**src/rtl/fetch_ctrl.sv**
```systemverilog
// Instruction-fetch sequencer: owns the PC, issues 1-cycle-latency memory reads and
// buffers returned words in a 2-entry FIFO presented to decode over valid/ready.
module fetch_ctrl #(
  parameter int          MEM_WIDTH  = 64,
  parameter int          DATA_WIDTH = 32,
  parameter logic [31:0] RESET_PC   = 32'd0
) (
  input  logic                  clk,
  input  logic                  rst_n,
  input  logic                  en,
  input  logic                  redirect_valid,
  input  logic [31:0]           redirect_pc,
  output logic [31:0]           mem_address,
  input  logic [DATA_WIDTH-1:0] mem_instruction,
  output logic                  out_valid,
  input  logic                  out_ready,
  output logic [DATA_WIDTH-1:0] out_instr,
  output logic [31:0]           out_pc,
  output logic                  halted
);

  localparam logic [0:0]  ST_RUN   = 1'b0;
  localparam logic [0:0]  ST_HALT  = 1'b1;
  localparam logic [31:0] LP_MEM_W = 32'(MEM_WIDTH);

  logic [0:0]                       r_state;
  logic [31:0]                      r_fetch_pc;
  logic                             r_inflight;
  logic [31:0]                      r_inflight_pc;
  logic [1:0][31:0]                 r_fifo_pc;
  logic [1:0][DATA_WIDTH-1:0]       r_fifo_ins;
  logic                             r_wptr;
  logic                             r_rptr;
  logic [1:0]                       r_count;

  logic [2:0] w_used;
  logic       w_pop_raw;
  logic       w_credit;
  logic       w_can;
  logic       w_in_range;
  logic       w_issue;
  logic       w_to_halt;
  logic       w_push;
  logic       w_pop;

  assign out_valid = (r_count != 2'd0);
  assign out_instr = r_fifo_ins[r_rptr];
  assign out_pc    = r_fifo_pc[r_rptr];
  assign halted    = (r_state == ST_HALT);
  assign mem_address = r_fetch_pc;

  // Credit counts the in-flight read as occupied; a same-cycle pop frees one slot.
  assign w_used     = {1'b0, r_count} + {2'b00, r_inflight};
  assign w_pop_raw  = out_valid && out_ready;
  assign w_credit   = (w_used < 3'd2) || ((w_used == 3'd2) && w_pop_raw);
  assign w_can      = (r_state == ST_RUN) && en && !redirect_valid && w_credit;
  assign w_in_range = (r_fetch_pc < LP_MEM_W);
  assign w_issue    = w_can && w_in_range;
  assign w_to_halt  = w_can && !w_in_range;
  assign w_push     = r_inflight && !redirect_valid;
  assign w_pop      = w_pop_raw && !redirect_valid;

  always_ff @(posedge clk) begin
    if (!rst_n) begin
      r_state       <= ST_RUN;
      r_fetch_pc    <= RESET_PC;
      r_inflight    <= 1'b0;
      r_inflight_pc <= 32'd0;
      r_fifo_pc     <= '0;
      r_fifo_ins    <= '0;
      r_wptr        <= 1'b0;
      r_rptr        <= 1'b0;
      r_count       <= 2'd0;
    end else if (redirect_valid) begin
      // Redirect kills the pending response and every buffered entry.
      r_fetch_pc <= redirect_pc;
      r_inflight <= 1'b0;
      r_wptr     <= 1'b0;
      r_rptr     <= 1'b0;
      r_count    <= 2'd0;
      r_state    <= (redirect_pc < LP_MEM_W) ? ST_RUN : ST_HALT;
    end else begin
      r_inflight <= w_issue;
      if (w_issue) begin
        r_inflight_pc <= r_fetch_pc;
        r_fetch_pc    <= r_fetch_pc + 32'd1;
      end
      if (w_to_halt) r_state <= ST_HALT;
      if (w_push) begin
        r_fifo_pc[r_wptr]  <= r_inflight_pc;
        r_fifo_ins[r_wptr] <= mem_instruction;
        r_wptr             <= ~r_wptr;
      end
      if (w_pop) r_rptr <= ~r_rptr;
      case ({w_push, w_pop})
        2'b10:   r_count <= r_count + 2'd1;
        2'b01:   r_count <= r_count - 2'd1;
        default: r_count <= r_count;
      endcase
    end
  end

  a_no_overflow: assert property (@(posedge clk) disable iff (!rst_n)
    !(w_push && !w_pop && (r_count == 2'd2)));

endmodule

```
**config.mk**
```make
export PLATFORM = sky130hd
export DESIGN_NAME = fetch_ctrl
export DESIGN_NICKNAME = d
export VERILOG_FILES = /design/src/rtl/fetch_ctrl.sv
export SDC_FILE = /design/constraint.sdc
export NUM_CORES = 1
export LEC_CHECK = 0
export BUFFER_PORTS_ARGS = -buffer_cell sky130_fd_sc_hd__buf_4
export CELL_PAD_IN_SITES_DETAIL_PLACEMENT = 2
export CELL_PAD_IN_SITES_GLOBAL_PLACEMENT = 2
export CORE_MARGIN = 1
export CORE_UTILIZATION = 29
export DETAILED_ROUTE_END_ITERATION = 8
export GPL_ROUTABILITY_DRIVEN = 0
export GPL_TIMING_DRIVEN = 0
export PLACE_DENSITY_LB_ADDON = 0.1
export SETUP_SLACK_MARGIN = 0.1
export SLEW_MARGIN = 10
export SYNTH_ARGS = -nofsm -noshare
export SYNTH_HDL_FRONTEND = slang
export SYNTH_SLANG_ARGS = --single-unit
```
**constraint.sdc**
```tcl
create_clock -name clk -period 2 [get_ports clk]
set_input_delay 0.1 -clock clk [delete_from_list [all_inputs] [get_ports clk]]
set_output_delay 0.1 -clock clk [all_outputs]
set_load 0.02 [all_outputs]
```
Word level (Yosys, flattened, before mapping)
Cells that the tools add are included.
{"block": "classes", "n_shift": 0, "n_bitwise": 5, "mul": 0, "n_mux": 14, "magnitude_cmp": 6, "add_sub_neg": 4, "n_div": 0, "n_reduce_logical": 20, "n_eq_ne": 3}
{"cell": "2-to-1 mux 32 bit", "n": 7}
{"cell": "bitwise mux 64 bit", "n": 2}
{"cell": "< comparator 32 x 7 -> 1 bit (second input constant)", "n": 2}
{"cell": "adder 32 x 1 -> 32 bit (second input constant)", "n": 1}
{"cell": "demux 32 bit (select 1 bit)", "n": 1}
{"cell": "logical AND 1 bit", "n": 10}
{"cell": "nonzero test 2 bit", "n": 4}
{"cell": "NOT 1 bit", "n": 5}
{"cell": "< comparator 1 x 2 -> 1 bit (second input constant)", "n": 2}
{"cell": "one-hot mux 2 bit (2 select lines)", "n": 1}
{"cell": "AND reduction 2 bit", "n": 2}
{"cell": "adder 2 x 1 -> 3 bit", "n": 1}
{"cell": "equality test 3 x 2 -> 1 bit (second input constant)", "n": 1}
{"cell": "< comparator 3 x 2 -> 1 bit (second input constant)", "n": 1}
{"cell": "2-to-1 mux 1 bit", "n": 3}
{"cell": "adder 2 x 1 -> 2 bit (second input constant)", "n": 1}
{"cell": "equality test 2 x 1 -> 1 bit (second input constant)", "n": 1}
{"cell": "equality test 2 bit (second input constant)", "n": 1}
{"cell": "zero test 1 bit", "n": 2}
{"cell": "OR reduction 2 bit", "n": 1}
{"cell": "subtractor 2 x 1 -> 2 bit (second input constant)", "n": 1}
{"cell": ">= comparator 1 bit (second input constant)", "n": 1}
{"cell": "logical OR 1 bit", "n": 1}
{"block": "totals", "memories": 0, "input_bits": 69, "out_inout_bits": 98, "rom_bits": 0, "mem_bits_rw": 0, "register_bits": 198, "latchBits": 0, "word_cells": 63}

Logic depth before layout (Yosys ltp)
{"block": "logic_depth", "ltp_word": 8, "ltp_mapped": 9}

Worst setup path after synthesis
OpenSTA, ideal clock, no wires.
{"block": "synth_timing", "path_kind": "reg-to-reg", "startpoint": "register r_count[0]", "endpoint": "register r_fetch_pc[6] (netlist: mem_address[6])", "required_time_ns": 1.926, "period_less_slack_ns": 2.156, "arrival_time_ns": 2.081, "stages_incl_launch_ff": 8, "setup_slack_ns": -0.156, "n_path_buf": 0, "cell_sequence": "dfxtp_1 > ha_1 > inv_1 > ha_1 > a31oi_2 > or4_4 > or4_1 > a31oi_1"}
{"block": "synth_between", "elab_chain_len": 7, "elab_cells_between_ends": 10}
{"item": "start, declared", "line": "34", "text": "logic [1:0] r_count;"}
{"item": "start signal, assigned", "line": "96", "text": "2'b10: r_count <= r_count + 2'd1;"}
{"item": "start signal, assigned", "line": "97", "text": "2'b01: r_count <= r_count - 2'd1;"}
{"item": "start signal, assigned", "line": "98", "text": "default: r_count <= r_count;"}
{"item": "parallel branches: the longest is 3 deep, another holds adder 2 x 1 -> 3 bit"}
{"item": "logical OR 1 bit (*)", "line": "55", "text": "assign w_credit = (w_used < 3'd2) || ((w_used == 3'd2) && w_pop_raw);"}
{"item": "logical AND 1 bit (*)", "line": "56", "text": "assign w_can = (r_state == ST_RUN) && en && !redirect_valid && w_credit;"}
{"item": "logical AND 1 bit (*)", "line": "58", "text": "assign w_issue = w_can && w_in_range;"}
{"item": "nonzero test 2 bit (no source line) (*)"}
{"item": "end signal, assigned", "line": "76", "text": "r_fetch_pc <= redirect_pc;"}
{"item": "end signal, assigned", "line": "86", "text": "r_fetch_pc <= r_fetch_pc + 32'd1;"}
{"item": "end, declared", "line": "27", "text": "logic [31:0] r_fetch_pc;"}
Mark *: on every way between the ends.
A chain may end at the register's enable or synchronous reset.

Final worst setup path
{"block": "layout_timing", "startpoint": "register r_fetch_pc[17] (netlist: mem_address[17])", "endpoint": "register r_fetch_pc[3] (netlist: mem_address[3])"}
{"block": "layout_between", "elab_chain_len": 3}
{"item": "< comparator 32 x 7 -> 1 bit", "line": "57", "text": "assign w_in_range = (r_fetch_pc < LP_MEM_W);"}
{"item": "logical AND 1 bit", "line": "58"}
{"item": "nonzero test 2 bit (no source line)"}
No other way between the ends.

==> run metrics <==
post-placement cell area 9460 um2; post-synthesis instance area 7767 um2; first-pass GRT wire length approximately 42,000 um; initial antenna violation count 0; Routed met3 length 768 um; #FFs+latches synth 198; worst setup path startpoint mem_address[17]$_SDFFE_PN0P_; Worst Skew roughly 16 ps; Top Layer Used met4; register area 3983 um2; ANT cells 0; RSZ-0062 raised after global routing true; via count 7,054; chip width 165.7 um; r2r endpoint mem_address[3]$_SDFFE_PN0P_; max_slew headroom a little under half; largest family of logic cells by synthesized area simple AND/OR/NAND/NOR gates; Worst EP arrival 2410 ps; mux cell area share after synthesis 13.27%; sequential area share after synthesis 51.03%; final design utilization 41.59%; P_leak 4.469 nW; Startpoint Class register; period utilization 102.7%; cell accounting for the most synthesized area dfxtp_1; Final Power 0.008165 W; Post-synth ARST share 0%; layout cells sized above 1 24.13%; Worst-path clk slew 70 ps; largest net degree at the start of global routing 19; post-synthesis net count 968; Post-synth top flop dfxtp_1; max_cap viols 0; H-tree lvl count 4; Final Instance Area 10,870 um2; DRT met1 WL between 10,000 and 15,000 um; Initial Util 29.72%; std cell rows 59; GRT Overall Usage between 10% and 20%; Worst Hold Class in -> reg; Adder-Cell Fraction of Synth Area less than 1%; Final HPWL DP 17,720 um; fin cells 1,487; TritonCTS clock tree done; synthesized instance count roughly 890; placed cells 1,393; Tightest Pin Transition 815.3 ps; fill count just under 3k; PortBufs 164; Critical Path Fanout Max 10; Met2 Routed Length 13,000 um; fin. max-slew vios 0; top cell type's share of synthesized area between 50% and 60%; later-pin clock latency in the skew report 440 ps; Mapped Avg Cell Area 8.688 um2; final net count around 1.2k; core region area 26,130 um2; number of synthesized flops with an enable pin 0; synth unique cells between 40 and 50; failing checks design-rule violations, negative setup slack; Via density approximately 4.7; antenna-violating nets left 0; XOR/XNOR Fraction of Synth Area less than 1%; R2R depth 6; Final min period 2054 ps; wire per inst 17.29 um; Worst setup EP type register; clk sinks slightly below 200; Max Freq 0.4868 GHz; R2R Setup Slk -50 ps; Chip Height around 170 um; worst slack at placement -466.0 ps; VDD IR-drop max 441.7 uV; Residual DRC 24; # setup viols final 8; root buffer cell clkbuf_16; clock buffer count from CTS 17; area of the multi-input gates between 3000 and 4000 um2; Critical R2R Launch mem_address[17]$_SDFFE_PN0P_; Synth area leaders dfxtp_1, nand2_1, a21oi_1, mux2_1, mux2i_1; DRT Pass-1 Iters 6; vias in the first global route 7,766; deepest clock path buffer count 2; Fin. Hold Viols 0; Ys Warns 0; fin worst setup slack -54.20 ps; Ports 167; Die ar. 27,440 um2; Crit Path Class reg -> reg; total gr overflow 0; Routed WL 25,710 um; area delta synth->final 39.92%; Synth top cells by count nand2_1, dfxtp_1, a21oi_1; status complete, but fails checks; Data required, critical path 2360 ps; initial DRC count 272; Critical Path End mem_address[3]$_SDFFE_PN0P_; top-count cell post-synth nand2_1; complex-gate fraction of the synthesized area 9.810%; Simple-Gate Fraction of Synth Area 20.75%; pwr/cell area about 750 nW/um2
-- placed cells by master, fill, tap and decap left out, types with 4 or more instances in the layout --
master	n
dlygate4sd3_1	63
clkbuf_1	29
nor4_2	4
nor2_1	38
or3_1	4
buf_4	165
dfxtp_2	12
a31oi_1	4
nor4_1	5
clkbuf_16	18
clkbuf_4	4
inv_8	4
nand3_1	8
mux2_1	50
a21oi_1	131
clkbuf_8	5
nand2_1	264
mux2_2	14
and3_1	27
clkbuf_2	22
buf_6	4
mux2i_1	31
dfxtp_1	185
-- metal layers --
layer  up-vias  global-route usage (%)
met5         -                       0
met4         0                   4.917
met3        22                   2.987
met2       115                   34.71
met1      3431                   24.10
li1       3486                       -
-- logic make-up (layout without fill, tap and decap cells) --
group | after synthesis | in the layout
AND/OR/NAND/NOR | 375 | 375
AO/OA/AOI/OAI | 146 | 146
flip-flops | 198 | 198
XOR/XNOR | 4 | 4
adder cells (fa/ha/maj) | 5 | 5
multiplexers | 95 | 95
buffers and inverters | 71 | 329
-- sequential cells by signal, summed over array words and instances (netlist names) --
| name | flops |
|---|---|
| halted | 1 |
| r_wptr | 1 |
| mem_address | 32 |
| r_rptr | 1 |
| r_count | 2 |
| r_fifo_ins | 64 |
| r_inflight | 1 |
| r_fifo_pc | 64 |
| r_inflight_pc | 32 |
-- worst max-delay path, cell delays in order, from the launching register on --
cell and delay [ps]:
dfxtp_2 340, nor4_4 320, nand4_1 170, or4_4 510, buf_6 160, or3_1 340, a31oi_1 130
-- report_power, final --
part	internal [W]	total, W	switching [W]
registers	0.00398	0.00403	0.0000509
logic	0.000292	0.000572	0.000279
clock network	0.00189	0.00356	0.00167
-- stage by stage --
stage | hold WS [ps] | setup TNS (ps)
after detailed placement | 356.8 | -64630
after CTS | 47.42 | -964.3
final | 60.03 | -231.6
after floorplan | 236.0 | 0
after global placement | 347.5 | -54640
after global routing | 98.38 | -3109
-- final cells by class --
class | instances | area share, %
Tap cell | 335 | 3.857
Clock inverter | 13 | 1.497
Inverter | 5 | 0.1727
Timing Repair Buffer | 228 | 17.20
Sequential cell | 198 | 36.65
Clock buffer | 18 | 3.949
Multi-Input combinational cell | 625 | 33.01
Buffer | 65 | 3.673
-- how the worst min path moves through the flow --
stage	slack, ps	depth (start not counted)	start	endpoint
floorplan	240	2	mem_instruction[10]	r_fifo_ins[10]$_SDFFE_PN0P_
global placement	350	3	redirect_pc[31]	mem_address[31]$_SDFFE_PN0P_
detailed placement	360	3	redirect_pc[7]	mem_address[7]$_SDFFE_PN0P_
CTS	50	5	en	halted$_SDFFE_PN0P_
global route	100	5	en	halted$_SDFFE_PN0P_
finish	60	5	en	halted$_SDFFE_PN0P_
-- repair_timing --
item,CTS,global route
gates resized for setup,54,17
hold endpoints to repair,95,0
hold buffers,63,0
buffers inserted,1,0
endpoints found under the setup margin,224,141
pin swaps,4,4
Power figures use the tool's default switching activity.
